**src/rtl/umi_fir_filter_pkg.sv**
```systemverilog
// Shared constants for the UMI FIR register bank: register map, CTRL/STATUS bit positions
// and the commit state encoding.
package umi_fir_filter_pkg;

  localparam int unsigned CTRL_REG_ADDR   = 0;
  localparam int unsigned STATUS_REG_ADDR = 1;
  localparam int unsigned COEFF_BASE_ADDR = 2;

  localparam int CTRL_ENABLE_BIT  = 0;
  localparam int CTRL_COMMIT_BIT  = 1;
  localparam int CTRL_CLR_ERR_BIT = 2;
  localparam int CTRL_LOCK_BIT    = 3;

  localparam int STATUS_PENDING_BIT = 0;
  localparam int STATUS_ERR_BIT     = 1;
  localparam int STATUS_CNT_LSB     = 8;
  localparam int STATUS_CNT_WIDTH   = 8;

  typedef enum logic {
    COMMIT_IDLE    = 1'b0,
    COMMIT_PENDING = 1'b1
  } commit_state_t;

endpackage

```
**src/rtl/umi_fir_filter_regbank_if.sv**
```systemverilog
// Register-access channel between the UMI request adapter (master) and the regbank (slave).
// Request is valid/ready; read response is valid/ready with data held until consumed.
interface umi_fir_filter_regbank_if #(
  parameter int ADDR_WIDTH = 4,
  parameter int DATA_WIDTH = 32
);
  logic                  req_valid;
  logic                  req_ready;
  logic                  req_write;
  logic [ADDR_WIDTH-1:0] req_addr;
  logic [DATA_WIDTH-1:0] req_wdata;
  logic                  rsp_valid;
  logic                  rsp_ready;
  logic [DATA_WIDTH-1:0] rsp_data;

  modport master (
    output req_valid, req_write, req_addr, req_wdata, rsp_ready,
    input  req_ready, rsp_valid, rsp_data
  );

  modport slave (
    input  req_valid, req_write, req_addr, req_wdata, rsp_ready,
    output req_ready, rsp_valid, rsp_data
  );
endinterface

```
**src/rtl/umi_fir_filter_coeff_bank.sv**
```systemverilog
// Shadow/active coefficient storage: host writes land in shadow on the accept edge,
// commit copies the whole shadow bank to active in one cycle; no backpressure.
module umi_fir_filter_coeff_bank #(
  parameter int NUM_COEFF   = 8,
  parameter int COEFF_WIDTH = 16,
  parameter int IDX_W       = 3
) (
  input  logic                             clk,
  input  logic                             reset,
  input  logic                             wr_en,
  input  logic [IDX_W-1:0]                 wr_idx,
  input  logic [COEFF_WIDTH-1:0]           wr_data,
  input  logic                             commit,
  output logic [NUM_COEFF*COEFF_WIDTH-1:0] shadow,
  output logic [NUM_COEFF*COEFF_WIDTH-1:0] active
);

  always_ff @(posedge clk or posedge reset) begin
    if (reset) begin
      shadow <= '0;
      active <= '0;
    end else begin
      if (wr_en) begin
        shadow[wr_idx*COEFF_WIDTH +: COEFF_WIDTH] <= wr_data;
      end
      // Writes are refused while a commit is pending, so wr_en and commit never overlap.
      if (commit) begin
        active <= shadow;
      end
    end
  end

endmodule

```
**src/rtl/umi_fir_filter_regbank.sv**
```systemverilog
// FIR control/status/coefficient regbank; reads respond 1 cycle after accept, one read outstanding,
// req_ready drops while a response is stalled. Optional write lock under UMI_FIR_REGBANK_LOCK_EN.
module umi_fir_filter_regbank
  import umi_fir_filter_pkg::*;
#(
  parameter int ADDR_WIDTH  = 4,
  parameter int DATA_WIDTH  = 32,
  parameter int NUM_COEFF   = 8,
  parameter int COEFF_WIDTH = 16
) (
  input  logic                             clk,
  input  logic                             reset,
  umi_fir_filter_regbank_if.slave          bus,
  input  logic                             filter_idle,
  output logic                             enable,
  output logic [NUM_COEFF*COEFF_WIDTH-1:0] coeff,
  output logic                             commit_done
);

  localparam int IDX_W = (NUM_COEFF > 1) ? $clog2(NUM_COEFF) : 1;

  commit_state_t               state;
  logic                        err;
  logic [STATUS_CNT_WIDTH-1:0] commit_cnt;
  logic                        rsp_valid_q;
  logic [DATA_WIDTH-1:0]       rsp_data_q;
  logic                        locked;

  logic                          pending;
  logic                          acc, rd_acc, wr_acc;
  logic                          is_ctrl, is_status, is_coeff, is_unmapped;
  logic [31:0]                   addr_ext, coeff_off;
  logic [IDX_W-1:0]              coeff_idx;
  logic                          ctrl_wr, coeff_wr, clr_err, err_set, commit_req, commit_fire;
  logic [NUM_COEFF*COEFF_WIDTH-1:0] shadow;
  logic [COEFF_WIDTH-1:0]        shadow_word;
  logic [DATA_WIDTH-1:0]         rd_data;
  logic                          unused_bits;

  assign pending  = (state == COMMIT_PENDING);
  assign bus.req_ready = !(rsp_valid_q && !bus.rsp_ready);
  assign bus.rsp_valid = rsp_valid_q;
  assign bus.rsp_data  = rsp_data_q;

  assign acc    = bus.req_valid && bus.req_ready;
  assign rd_acc = acc && !bus.req_write;
  assign wr_acc = acc && bus.req_write;

  assign addr_ext    = 32'(bus.req_addr);
  assign coeff_off   = addr_ext - COEFF_BASE_ADDR;
  assign coeff_idx   = coeff_off[IDX_W-1:0];
  assign is_ctrl     = (addr_ext == CTRL_REG_ADDR);
  assign is_status   = (addr_ext == STATUS_REG_ADDR);
  assign is_coeff    = (addr_ext >= COEFF_BASE_ADDR) && (addr_ext < COEFF_BASE_ADDR + NUM_COEFF);
  assign is_unmapped = !is_ctrl && !is_status && !is_coeff;
  assign unused_bits = ^{bus.req_wdata, coeff_off};

  // clr_err is honoured even when locked; every other write under lock is refused and flagged.
  assign clr_err    = wr_acc && is_ctrl && bus.req_wdata[CTRL_CLR_ERR_BIT];
  assign ctrl_wr    = wr_acc && is_ctrl && !locked;
  assign coeff_wr   = wr_acc && is_coeff && !locked && !pending;
  assign commit_req = ctrl_wr && bus.req_wdata[CTRL_COMMIT_BIT];
  assign err_set    = (acc && is_unmapped)
                   || (wr_acc && is_status)
                   || (wr_acc && is_coeff && pending)
                   || (wr_acc && locked && !clr_err);
  assign commit_fire = pending && filter_idle;

`ifdef UMI_FIR_REGBANK_LOCK_EN
  logic lock;
  assign locked = lock;

  always_ff @(posedge clk or posedge reset) begin
    if (reset) begin
      lock <= 1'b0;
    end else if (ctrl_wr && bus.req_wdata[CTRL_LOCK_BIT]) begin
      lock <= 1'b1;
    end
  end
`else
  assign locked = 1'b0;
`endif

  umi_fir_filter_coeff_bank #(
    .NUM_COEFF   (NUM_COEFF),
    .COEFF_WIDTH (COEFF_WIDTH),
    .IDX_W       (IDX_W)
  ) u_coeff_bank (
    .clk     (clk),
    .reset   (reset),
    .wr_en   (coeff_wr),
    .wr_idx  (coeff_idx),
    .wr_data (bus.req_wdata[COEFF_WIDTH-1:0]),
    .commit  (commit_fire),
    .shadow  (shadow),
    .active  (coeff)
  );

  assign shadow_word = shadow[coeff_idx*COEFF_WIDTH +: COEFF_WIDTH];

  always_comb begin
    rd_data = '0;
    if (is_ctrl) begin
      rd_data[CTRL_ENABLE_BIT] = enable;
`ifdef UMI_FIR_REGBANK_LOCK_EN
      rd_data[CTRL_LOCK_BIT] = lock;
`endif
    end else if (is_status) begin
      rd_data[STATUS_PENDING_BIT] = pending;
      rd_data[STATUS_ERR_BIT]     = err;
      rd_data[STATUS_CNT_LSB +: STATUS_CNT_WIDTH] = commit_cnt;
    end else if (is_coeff) begin
      rd_data[COEFF_WIDTH-1:0] = shadow_word;
    end
  end

  always_ff @(posedge clk or posedge reset) begin
    if (reset) begin
      rsp_valid_q <= 1'b0;
      rsp_data_q  <= '0;
    end else if (rd_acc) begin
      rsp_valid_q <= 1'b1;
      rsp_data_q  <= rd_data;
    end else if (bus.rsp_ready) begin
      rsp_valid_q <= 1'b0;
    end
  end

  always_ff @(posedge clk or posedge reset) begin
    if (reset) begin
      enable <= 1'b0;
      err    <= 1'b0;
    end else begin
      if (ctrl_wr) begin
        enable <= bus.req_wdata[CTRL_ENABLE_BIT];
      end
      if (err_set) begin
        err <= 1'b1;
      end else if (clr_err) begin
        err <= 1'b0;
      end
    end
  end

  always_ff @(posedge clk or posedge reset) begin
    if (reset) begin
      state       <= COMMIT_IDLE;
      commit_done <= 1'b0;
      commit_cnt  <= '0;
    end else begin
      commit_done <= 1'b0;
      case (state)
        COMMIT_IDLE: begin
          if (commit_req) begin
            state <= COMMIT_PENDING;
          end
        end
        COMMIT_PENDING: begin
          if (filter_idle) begin
            state       <= COMMIT_IDLE;
            commit_done <= 1'b1;
            commit_cnt  <= commit_cnt + 1'b1;
          end
        end
        default: state <= COMMIT_IDLE;
      endcase
    end
  end

endmodule

```
**src/flat_wrapper.sv**
```systemverilog
// flat-port wrapper written by rule: the top's interface ports become plain ports
module umi_fir_filter_regbank_flat import umi_fir_filter_pkg::*;
#(
  parameter int ADDR_WIDTH  = 4,
  parameter int DATA_WIDTH  = 32,
  parameter int NUM_COEFF   = 8,
  parameter int COEFF_WIDTH = 16
)
  (clk, reset, filter_idle, enable, coeff, commit_done, bus_req_valid, bus_req_write, bus_req_addr, bus_req_wdata, bus_rsp_ready, bus_req_ready, bus_rsp_valid, bus_rsp_data);
  umi_fir_filter_regbank_if #(.ADDR_WIDTH(ADDR_WIDTH), .DATA_WIDTH(DATA_WIDTH)) bus_i ();
  input  logic clk;
  input  logic reset;
  input  logic filter_idle;
  output logic enable;
  output logic [NUM_COEFF*COEFF_WIDTH-1:0] coeff;
  output logic commit_done;
  input wire logic [$bits(bus_i.req_valid)-1:0] bus_req_valid;
  input wire logic [$bits(bus_i.req_write)-1:0] bus_req_write;
  input wire logic [$bits(bus_i.req_addr)-1:0] bus_req_addr;
  input wire logic [$bits(bus_i.req_wdata)-1:0] bus_req_wdata;
  input wire logic [$bits(bus_i.rsp_ready)-1:0] bus_rsp_ready;
  output wire logic [$bits(bus_i.req_ready)-1:0] bus_req_ready;
  output wire logic [$bits(bus_i.rsp_valid)-1:0] bus_rsp_valid;
  output wire logic [$bits(bus_i.rsp_data)-1:0] bus_rsp_data;
  assign bus_i.req_valid = bus_req_valid;
  assign bus_i.req_write = bus_req_write;
  assign bus_i.req_addr = bus_req_addr;
  assign bus_i.req_wdata = bus_req_wdata;
  assign bus_i.rsp_ready = bus_rsp_ready;
  assign bus_req_ready = bus_i.req_ready;
  assign bus_rsp_valid = bus_i.rsp_valid;
  assign bus_rsp_data = bus_i.rsp_data;
  umi_fir_filter_regbank #(.ADDR_WIDTH(ADDR_WIDTH), .DATA_WIDTH(DATA_WIDTH), .NUM_COEFF(NUM_COEFF), .COEFF_WIDTH(COEFF_WIDTH)) u_core (.clk(clk), .reset(reset), .bus(bus_i), .filter_idle(filter_idle), .enable(enable), .coeff(coeff), .commit_done(commit_done));
endmodule
```
**config.mk**
```make
export PLATFORM = sky130hd
export DESIGN_NAME = umi_fir_filter_regbank_flat
export DESIGN_NICKNAME = d
export VERILOG_FILES = /design/src/rtl/umi_fir_filter_pkg.sv /design/src/rtl/umi_fir_filter_regbank_if.sv /design/src/rtl/umi_fir_filter_coeff_bank.sv /design/src/rtl/umi_fir_filter_regbank.sv /design/src/flat_wrapper.sv
export SDC_FILE = /design/constraint.sdc
export NUM_CORES = 1
export LEC_CHECK = 0
export ABC_AREA = 1
export CAP_MARGIN = 20
export CORE_MARGIN = 2
export CORE_UTILIZATION = 59
export DETAILED_ROUTE_END_ITERATION = 12
export PLACE_DENSITY = 0.86
export SLEW_MARGIN = 20
export SYNTH_ARGS = -nofsm -noshare
export SYNTH_HDL_FRONTEND = slang
export SYNTH_SLANG_ARGS = --single-unit
```
**constraint.sdc**
```tcl
create_clock -name clk -period 19.8 [get_ports clk]
set_input_delay 5.94 -clock clk [delete_from_list [all_inputs] [get_ports clk]]
set_output_delay 5.94 -clock clk [all_outputs]
set_load 0.02 [all_outputs]
```
==> results.cfg, run 1 <==
[finish]
seqCellArea_mm2 = 0.00713
fillers = 1649
multi_input_area_mm2 = 0.00549
syn_to_final_growth_pct = 20.8
drive_gt1_frac = 0.0419
nets = 1915
antenna_cells = 0

[floorplan]
ios = 206
fp.dieH_um = 154
rows = 54
die_x_um = 154
initial_core_util = 0.606
die_area_mm2 = 0.0238
coreArea_mm2 = 0.0220

[cts]
htreeDepth = 1
cts_root_buffer = clkbuf_16
clkSinkCount = 285
clk_path_buf_depth = 3
cts_tree = done
numCtsBuffers = 29
clk_latency_ps = 560
holdBufCountCts = 0
cts_setup_buffers = 0
cts_resized = 0
path_clk_slew_ps = 60

[power]
p_comb_frac = 0.196
cellLeakagePower_nw = 8.42
ir_worst_vdd_v = 0.0000833
switching_share = 0.306
power.share.clock = 0.359
powerDensity_mw_per_mm2 = 94.5
total_power_w = 0.00152
switchingPower_w = 0.000465
internal-power_w = 0.00105
sequentialPowerShare = 0.446

[routing]
routed_wl_um = 40300
routed_via_density = 5.80
drc = 0
drtPass1Iterations = 6
ant_nets = 0
vias = 12555
drtIter0Drc = 1799
routedWlPerCell_um = 18.6

[status]
status = complete, no violations

[global_route]
grt_overflow_total = 0
grt_pass1_vias = 11786
track_usage = 0.338
grt_pass1_wl_um = 63200
grt_start_max_net_pins = 147
antenna_found_initial = 1

[flow_run]
cap_viol_max_count = 0

[timing]
rsz0062_at_grt = no
fin_worst_skew_ps = 13.5
timing.fmax_mhz = 76.3
finalSetupViolations = 0
fin_crit_sh = 0.662
tightestPinTransition_ps = 1170
tns_ps = 0
hold_viol = 0
drv_slew = 0
fin_crit_ps = 13100
slew_headroom = 0.217

[critical_path]
path_max_fanout = 3
startpoint_type = input pin
slowest_delay_ps = 620
cp_cell_sequence = clkdlybuf4s50_1 > inv_1 > nand2_1 > clkdlybuf4s50_1
cp_slowest_cell = clkdlybuf4s50_1
crit_path_frequent_cell = clkdlybuf4s50_1
crit_type = input pin to output port
required_ps = 13860
cp.arrival_ps = 7160
worstSetupEndpointType = output port
path_delay_family = buffers and inverters
path_buf_inv = 3

[synthesis]
yosys_warnings = 0
yosys_register_bits = 285
netlist_area_mm2 = 0.0133
synth.distinct_cells = 23
ys_seq_area_frac = 0.536
synth_cells = 1744
synth.avg_cell_area_um2 = 7.63

[hold_path]
hold_class = flop to flop

[placement]
dp_hpwl_um = 26500
gp_congestion = 0.941
portBuffers = 173
-- cell type report --
class	count	area share
tap	280	0.0218
inverter	58	0.0141
sequential	285	0.444
clock buffer	42	0.0513
multi-input combinational	1296	0.342
timing repair buffer	195	0.120
clock inverter	10	0.00693
-- worst min-delay path: cells and delay by family (launching register included) --
family	cells	cell delay, ps
flops	1	340
simple gates	2	100
-- final timing paths --
path	from	endpoint	slack (ps)	cells after the start
max reg2reg	u_core.bus.rsp_valid	u_core.u_coeff_bank.shadow[20]	16430	10
min in group asynchronous	reset	u_core.commit_done	5770	2
min	u_core.u_coeff_bank.active[109]	u_core.u_coeff_bank.active[109]	470	2
max in group asynchronous	reset	u_core.u_coeff_bank.active[22]	12930	3
max	bus_rsp_ready	bus_req_ready	6700	4
min reg2reg	u_core.u_coeff_bank.active[109]	u_core.u_coeff_bank.active[109]	470	2
-- power groups by stage --
| stage | clock network [W] | registers, W | logic [W] |
|---|---|---|---|
| 6_report | 0.000545 | 0.000677 | 0.000297 |
| 5_1_grt | 0.000570 | 0.000683 | 0.000319 |
| 4_1_cts | 0.000546 | 0.000675 | 0.000293 |
| 3_5_place_dp | 0 | 0.000684 | 0.000291 |
| 3_3_place_gp | 0 | 0.000683 | 0.000283 |
| 2_1_floorplan | 0 | 0.000716 | 0.000133 |
-- flip-flops by register name (all words and copies together) (netlist names) --
register and cells:
u_core.pending 1, u_core.bus.rsp_valid 1, u_core.bus.rsp_data 16, u_core.enable 1, u_core.u_coeff_bank.active 128, u_core.commit_done 1
u_core.commit_cnt 8, u_core.u_coeff_bank.shadow 128, u_core.err 1
-- cells in the final DEF (no fill, tap or decap), drive strengths merged, types with 6 or more instances in the layout --
cell	netlist	layout
ha	8	8
nor2	58	58
o21ai	37	37
inv	55	55
nor3	41	41
conb	1	16
xor2	6	6
nand3	229	229
clkdlybuf4s50	0	172
dfrtp	285	285
a21oi	14	14
nand3b	14	14
clkbuf	78	42
nand2	867	867
clkinv	3	8
buf	42	23
-- stage by stage --
stage | worst slack [ps] | area (µm²) | cells | utilization | hold slack (ps)
floorplan | 6000 | 13400 | 1759 | - | 442
global placement | 6740 | 15100 | 2111 | 0.686 | 454
detailed placement | 6690 | 15100 | 2111 | 0.686 | 458
CTS | 6690 | 16000 | 2163 | 0.729 | 474
global route | 6670 | 16100 | 2166 | 0.732 | 492
finish | 6700 | 16100 | 2166 | 0.732 | 474
-- cell usage after synthesis --
| library cell | count | area, µm² |
|---|---|---|
| buf_1 | 8 | 30.0 |
| xnor2_1 | 1 | 8.76 |
| inv_2 | 3 | 11.3 |
| nor2_1 | 58 | 218 |
| dfrtp_1 | 285 | 7130 |
| ha_1 | 8 | 100 |
| nor3_2 | 6 | 60.1 |
| o21a_1 | 1 | 7.51 |
| nand4_1 | 3 | 18.8 |
| buf_2 | 17 | 85.1 |
| clkbuf_1 | 78 | 293 |
| nor3_1 | 35 | 175 |
| clkinv_1 | 3 | 11.3 |
| a21oi_1 | 14 | 70.1 |
| nor4_2 | 1 | 12.5 |
| conb_1 | 1 | 3.75 |
| nand3b_1 | 14 | 105 |
| nand3_1 | 229 | 1150 |
| buf_4 | 17 | 128 |
| inv_1 | 52 | 195 |
| o21ai_0 | 37 | 185 |
| nand2_1 | 867 | 3250 |
| xor2_1 | 6 | 52.6 |
-- cells by family after synthesis --
kind of cell / synth area share
compound gates: 0.0198
other cells: 0.000282
flops: 0.536
buf+inv: 0.0566
xor+xnor: 0.00461
simple gates: 0.375
fa+ha+maj: 0.00752
-- routing by layer --
layer | part of all wire | GRT usage
met1 | 0.38 | 0.462
met2 | 0.45 | 0.525
met3 | 0.11 | 0.0688
met4 | 0.053 | 0.161
met5 | 0.00012 | 0
No activity file was read; power rests on OpenSTA's default activity.
==> run 2, diff against run 1 <==
CORE_UTILIZATION = 54   (was 59)
PLACE_DENSITY = 0.8   (was 0.86)
clock period = 12.1 ns   (was 19.8 ns; I/O delays follow)
==> run 2 against run 1 <==
Against the previous run: sequential power rose by 64%; largest power group unchanged; non-clock buffer count fell by 1; first-iteration DRC count fell by 8.2%; design area rose by 1.2%; power rose by 70%; highest routed layer is now met4; largest cell class unchanged.
==> results.cfg, run 2 (synthesis results as in run 1) <==
[power]
p_comb_frac = 0.188
powerDensity_mw_per_mm2 = 159
total_power_w = 0.00258
internal-power_w = 0.00182
ir_worst_vdd_v = 0.000115
switching_share = 0.295
power.share.clock = 0.382
switchingPower_w = 0.000762
sequentialPowerShare = 0.430
cellLeakagePower_nw = 8.48

[critical_path]
path_buf_inv = 3
path_delay_family = buffers and inverters
worstSetupEndpointType = output port
required_ps = 8470
cp.arrival_ps = 4830
reg2reg_slack_ps = 9380
path_max_fanout = 3
cp_cell_sequence = clkdlybuf4s50_1 > inv_1 > nand2_1 > clkdlybuf4s50_1
crit_path_frequent_cell = clkdlybuf4s50_1
cp_slowest_cell = clkdlybuf4s50_1
slowest_delay_ps = 610
crit_type = input pin to output port
startpoint_type = input pin

[timing]
slew_headroom = 0.341
worst_slack_ps = 3640
rsz0062_at_grt = no
tightestPinTransition_ps = 981
fin_crit_sh = 0.699
fin_worst_skew_ps = 16.4
fin_crit_ps = 8460
tns_ps = 0
timing.fmax_mhz = 118
hold_viol = 0
finalSetupViolations = 0
drv_slew = 0

[cts]
cts_resized = 0
cts_setup_buffers = 0
htreeDepth = 1
numCtsBuffers = 29
cts_tree = done
holdBufCountCts = 0
clk_path_buf_depth = 3
clkSinkCount = 285
cts_root_buffer = clkbuf_16
clk_latency_ps = 560
path_clk_slew_ps = 60

[finish]
syn_to_final_growth_pct = 22.2
nets = 1914
layout_commonest_cell = nand2_1
drive_gt1_frac = 0.0450
final_util = 0.671
final_cell_mix = nand2_1, dfrtp_1, nand3_1
antenna_cells = 0

[routing]
vias = 12428
drtPass1Iterations = 5
routed_via_density = 5.62
routedWlPerCell_um = 18.6
drc = 0
routed_wl_um = 41100
ant_nets = 0
drtIter0Drc = 1651

[global_route]
grt_overflow_total = 0
track_usage = 0.317
grt_pass1_vias = 11703
grt_start_max_net_pins = 159
grt_pass1_wl_um = 64600
antenna_found_initial = 0

[floorplan]
die_x_um = 161
fp.dieH_um = 161
initial_core_util = 0.549
rows = 57
ios = 206
die_area_mm2 = 0.0259
coreArea_mm2 = 0.0242

[placement]
dp_hpwl_um = 27100
gp_congestion = 0.948
place_ws_ps = 3630
portBuffers = 173

[hold_path]
hold_class = flop to flop

[status]
status = complete, no violations

[flow_run]
cap_viol_max_count = 0
==> run 2: metrics by stage <==
| step | instance area (µm²) | hold WS [ps] | cells |
|---|---|---|---|
| after floorplan | 13400 | 442 | 1759 |
| after global placement | 15200 | 457 | 2156 |
| after detailed placement | 15200 | 459 | 2157 |
| after CTS | 16300 | 474 | 2211 |
| after global routing | 16300 | 494 | 2211 |
| final | 16300 | 475 | 2211 |
==> run 2: path summary, 6_finish.rpt <==
kind | endpoint | start | cells past startpoint
max in group asynchronous | u_core.u_coeff_bank.shadow[4] | reset | 3
min reg2reg | u_core.u_coeff_bank.active[85] | u_core.u_coeff_bank.active[85] | 2
max | bus_req_ready | bus_rsp_ready | 4
min | u_core.u_coeff_bank.active[85] | u_core.u_coeff_bank.active[85] | 2
max reg2reg | u_core.commit_cnt[6] | u_core.pending | 6
min in group asynchronous | u_core.u_coeff_bank.active[110] | reset | 2
==> run 2: layout make-up <==
type                            instances  area (µm²)
Clock buffer                           43         878
Timing Repair Buffer                  194        1930
Fill cell                            2024        7990
Multi-Input combinational cell       1296        5500
Tap cell                              324         405
Inverter                               58         226
Clock inverter                         11         191
Sequential cell                       285        7130
==> run 2: per-layer routing <==
metal,global-route usage,share of wire,vias to the layer above
met5,0,0,-
met2,0.465,0.43,717
met4,0.160,0.060,0
met1,0.457,0.41,5842
met3,0.0571,0.10,153
li1,-,-,5716
==> run 2: power groups by stage <==
stage                     registers [W]  clock network, W  logic [W]
after global routing            0.00112           0.00104   0.000524
after CTS                       0.00111          0.000996   0.000483
after global placement          0.00112                 0   0.000470
final                           0.00111          0.000987   0.000484
after detailed placement        0.00112                 0   0.000479
after floorplan                 0.00117                 0   0.000218
==> run 2: worst register-to-register path: cells and delay by family, from the launching register on <==
family        cells  cell delay [ps]
buf+inv           2             1280
simple gates      3              740
flops             1              480
xor+xnor          1              150
==> run 3, diff against run 2 <==
clock period = 8.65 ns   (was 12.1 ns; I/O delays follow)
==> run 3 against run 2 <==
Against the previous run: register-to-register slack worse by 3600 ps; critical path depth grew 8; global-route usage decreased by 0.18 points; clock skew about the same; sequential power increased by 40%; critical path type is now input pin to flop; power increased by 34%; count of clock-buffer cells in the layout down 7; first-iteration DRC count rose by 1.5%; worst setup slack got worse by 1400 ps.
==> results.cfg, run 3 (synthesis results as in run 1) <==
[status]
status = complete, no violations

[global_route]
grt_overflow_total = 0
track_usage = 0.316
antenna_found_initial = 0
grt_pass1_vias = 11647
grt_start_max_net_pins = 178
grt_pass1_wl_um = 64300

[finish]
antenna_cells = 0
nets = 1918
syn_to_final_growth_pct = 21.2
layout_commonest_cell = nand2_1
fillers = 2028
drive_gt1_frac = 0.0461
final_cell_mix = nand2_1, dfrtp_1, nand3_1
final_util = 0.665

[floorplan]
coreArea_mm2 = 0.0242
die_area_mm2 = 0.0259
initial_core_util = 0.549
ios = 206
fp.dieH_um = 161
die_x_um = 161
rows = 57

[timing]
slew_headroom = 0.309
tns_ps = 0
rsz0062_at_grt = no
tightestPinTransition_ps = 1040
fin_crit_ps = 6410
timing.fmax_mhz = 156
fin_worst_skew_ps = 16.7
drv_slew = 0
fin_crit_sh = 0.741
hold_viol = 0
finalSetupViolations = 0

[power]
switching_share = 0.305
internal-power_w = 0.00241
power.share.clock = 0.358
ir_worst_vdd_v = 0.000121
switchingPower_w = 0.00106
total_power_w = 0.00347
powerDensity_mw_per_mm2 = 215
sequentialPowerShare = 0.447
cellLeakagePower_nw = 8.43
p_comb_frac = 0.195

[routing]
drc = 0
vias = 12422
routed_via_density = 5.62
drtIter0Drc = 1676
ant_nets = 0
routed_wl_um = 40800
drtPass1Iterations = 8
routedWlPerCell_um = 18.5

[placement]
portBuffers = 173
gp_congestion = 0.980
dp_hpwl_um = 27600

[cts]
cts_tree = done
numCtsBuffers = 29
cts_setup_buffers = 0
clk_latency_ps = 550
cts_root_buffer = clkbuf_16
htreeDepth = 1
path_clk_slew_ps = 60
clk_path_buf_depth = 3
cts_resized = 0
clkSinkCount = 285
holdBufCountCts = 0

[flow_run]
cap_viol_max_count = 0

[critical_path]
cp_slowest_cell = clkinv_1
worstSetupEndpointType = flop
path_buf_inv = 6
path_delay_family = buffers and inverters
startpoint_type = input pin
crit_type = input pin to flop
cp_cell_sequence = clkdlybuf4s50_1 > buf_4 > ha_1 > clkinv_1 > ha_1 > inv_1 > buf_4 > nor3_2 > buf_4 > nand2_1 > nand2_1 > nand2_1
required_ps = 9080
cp.arrival_ps = 6840
path_max_fanout = 25
slowest_delay_ps = 710

[hold_path]
hold_class = flop to flop
==> run 3: changes by cell type in the layout (fill, tap and decap cells not counted), moves of 2 or more <==
cell	change
bufinv_16	-3
buf_4	+6
clkbuf_8	-4
clkinv_2	+4
clkbuf_1	-3
clkinv_4	+2
==> run 3: final timing paths <==
| check | startpoint | slack, ps | end | cells past startpoint |
|---|---|---|---|---|
| setup reg to reg | u_core.bus.rsp_valid | 5800 | u_core.u_coeff_bank.shadow[18] | 8 |
| hold reg to reg | u_core.u_coeff_bank.shadow[4] | 470 | u_core.u_coeff_bank.shadow[4] | 2 |
| min in group asynchronous | reset | 2520 | u_core.u_coeff_bank.active[107] | 2 |
| max in group asynchronous | reset | 4700 | u_core.u_coeff_bank.active[104] | 3 |
| hold / removal | u_core.u_coeff_bank.shadow[4] | 470 | u_core.u_coeff_bank.shadow[4] | 2 |
| setup / recovery | bus_req_addr[1] | 2240 | u_core.u_coeff_bank.shadow[37] | 12 |
==> run 3: power groups by stage <==
stage	combinational (W)	sequential (W)	clock (W)
after floorplan	0.000305	0.00164	0
after global placement	0.000658	0.00157	0
after detailed placement	0.000670	0.00157	0
after CTS	0.000673	0.00155	0.00125
after global routing	0.000731	0.00156	0.00131
final	0.000676	0.00155	0.00124
==> run 3: layer usage <==
metal | part of all wire | track usage | up-vias
met1 | 0.41 | 0.450 | 5879
met5 | 0 | 0 | -
met2 | 0.44 | 0.476 | 703
li1 | - | - | 5719
met3 | 0.096 | 0.0542 | 121
met4 | 0.051 | 0.144 | 0
==> run 3: metrics by stage <==
step           hold WS, ps  instance area (µm²)  setup slack (ps)  instances
2_1_floorplan          442                13400              2280       1759
3_5_place_dp           459                15200              1780       2161
6_report               472                16100              2240       2210
5_1_grt                491                16100              2090       2210
4_1_cts                475                16100              2250       2210
3_3_place_gp           456                15200              1850       2161
==> run 3: layout make-up <==
class | count | area (µm²) | area share
multi-input combinational | 1296 | 5490 | 0.341
inverter | 58 | 223 | 0.0138
clock buffer | 36 | 812 | 0.0504
timing repair buffer | 198 | 1930 | 0.120
clock inverter | 13 | 130 | 0.00807
tap | 324 | 405 | 0.0251
sequential | 285 | 7130 | 0.442
==> run 3: worst min-delay path, stage by stage (launching register included) <==
cell and delay, ps:
dfrtp_1 340, nand2_1 50, nand2_1 50
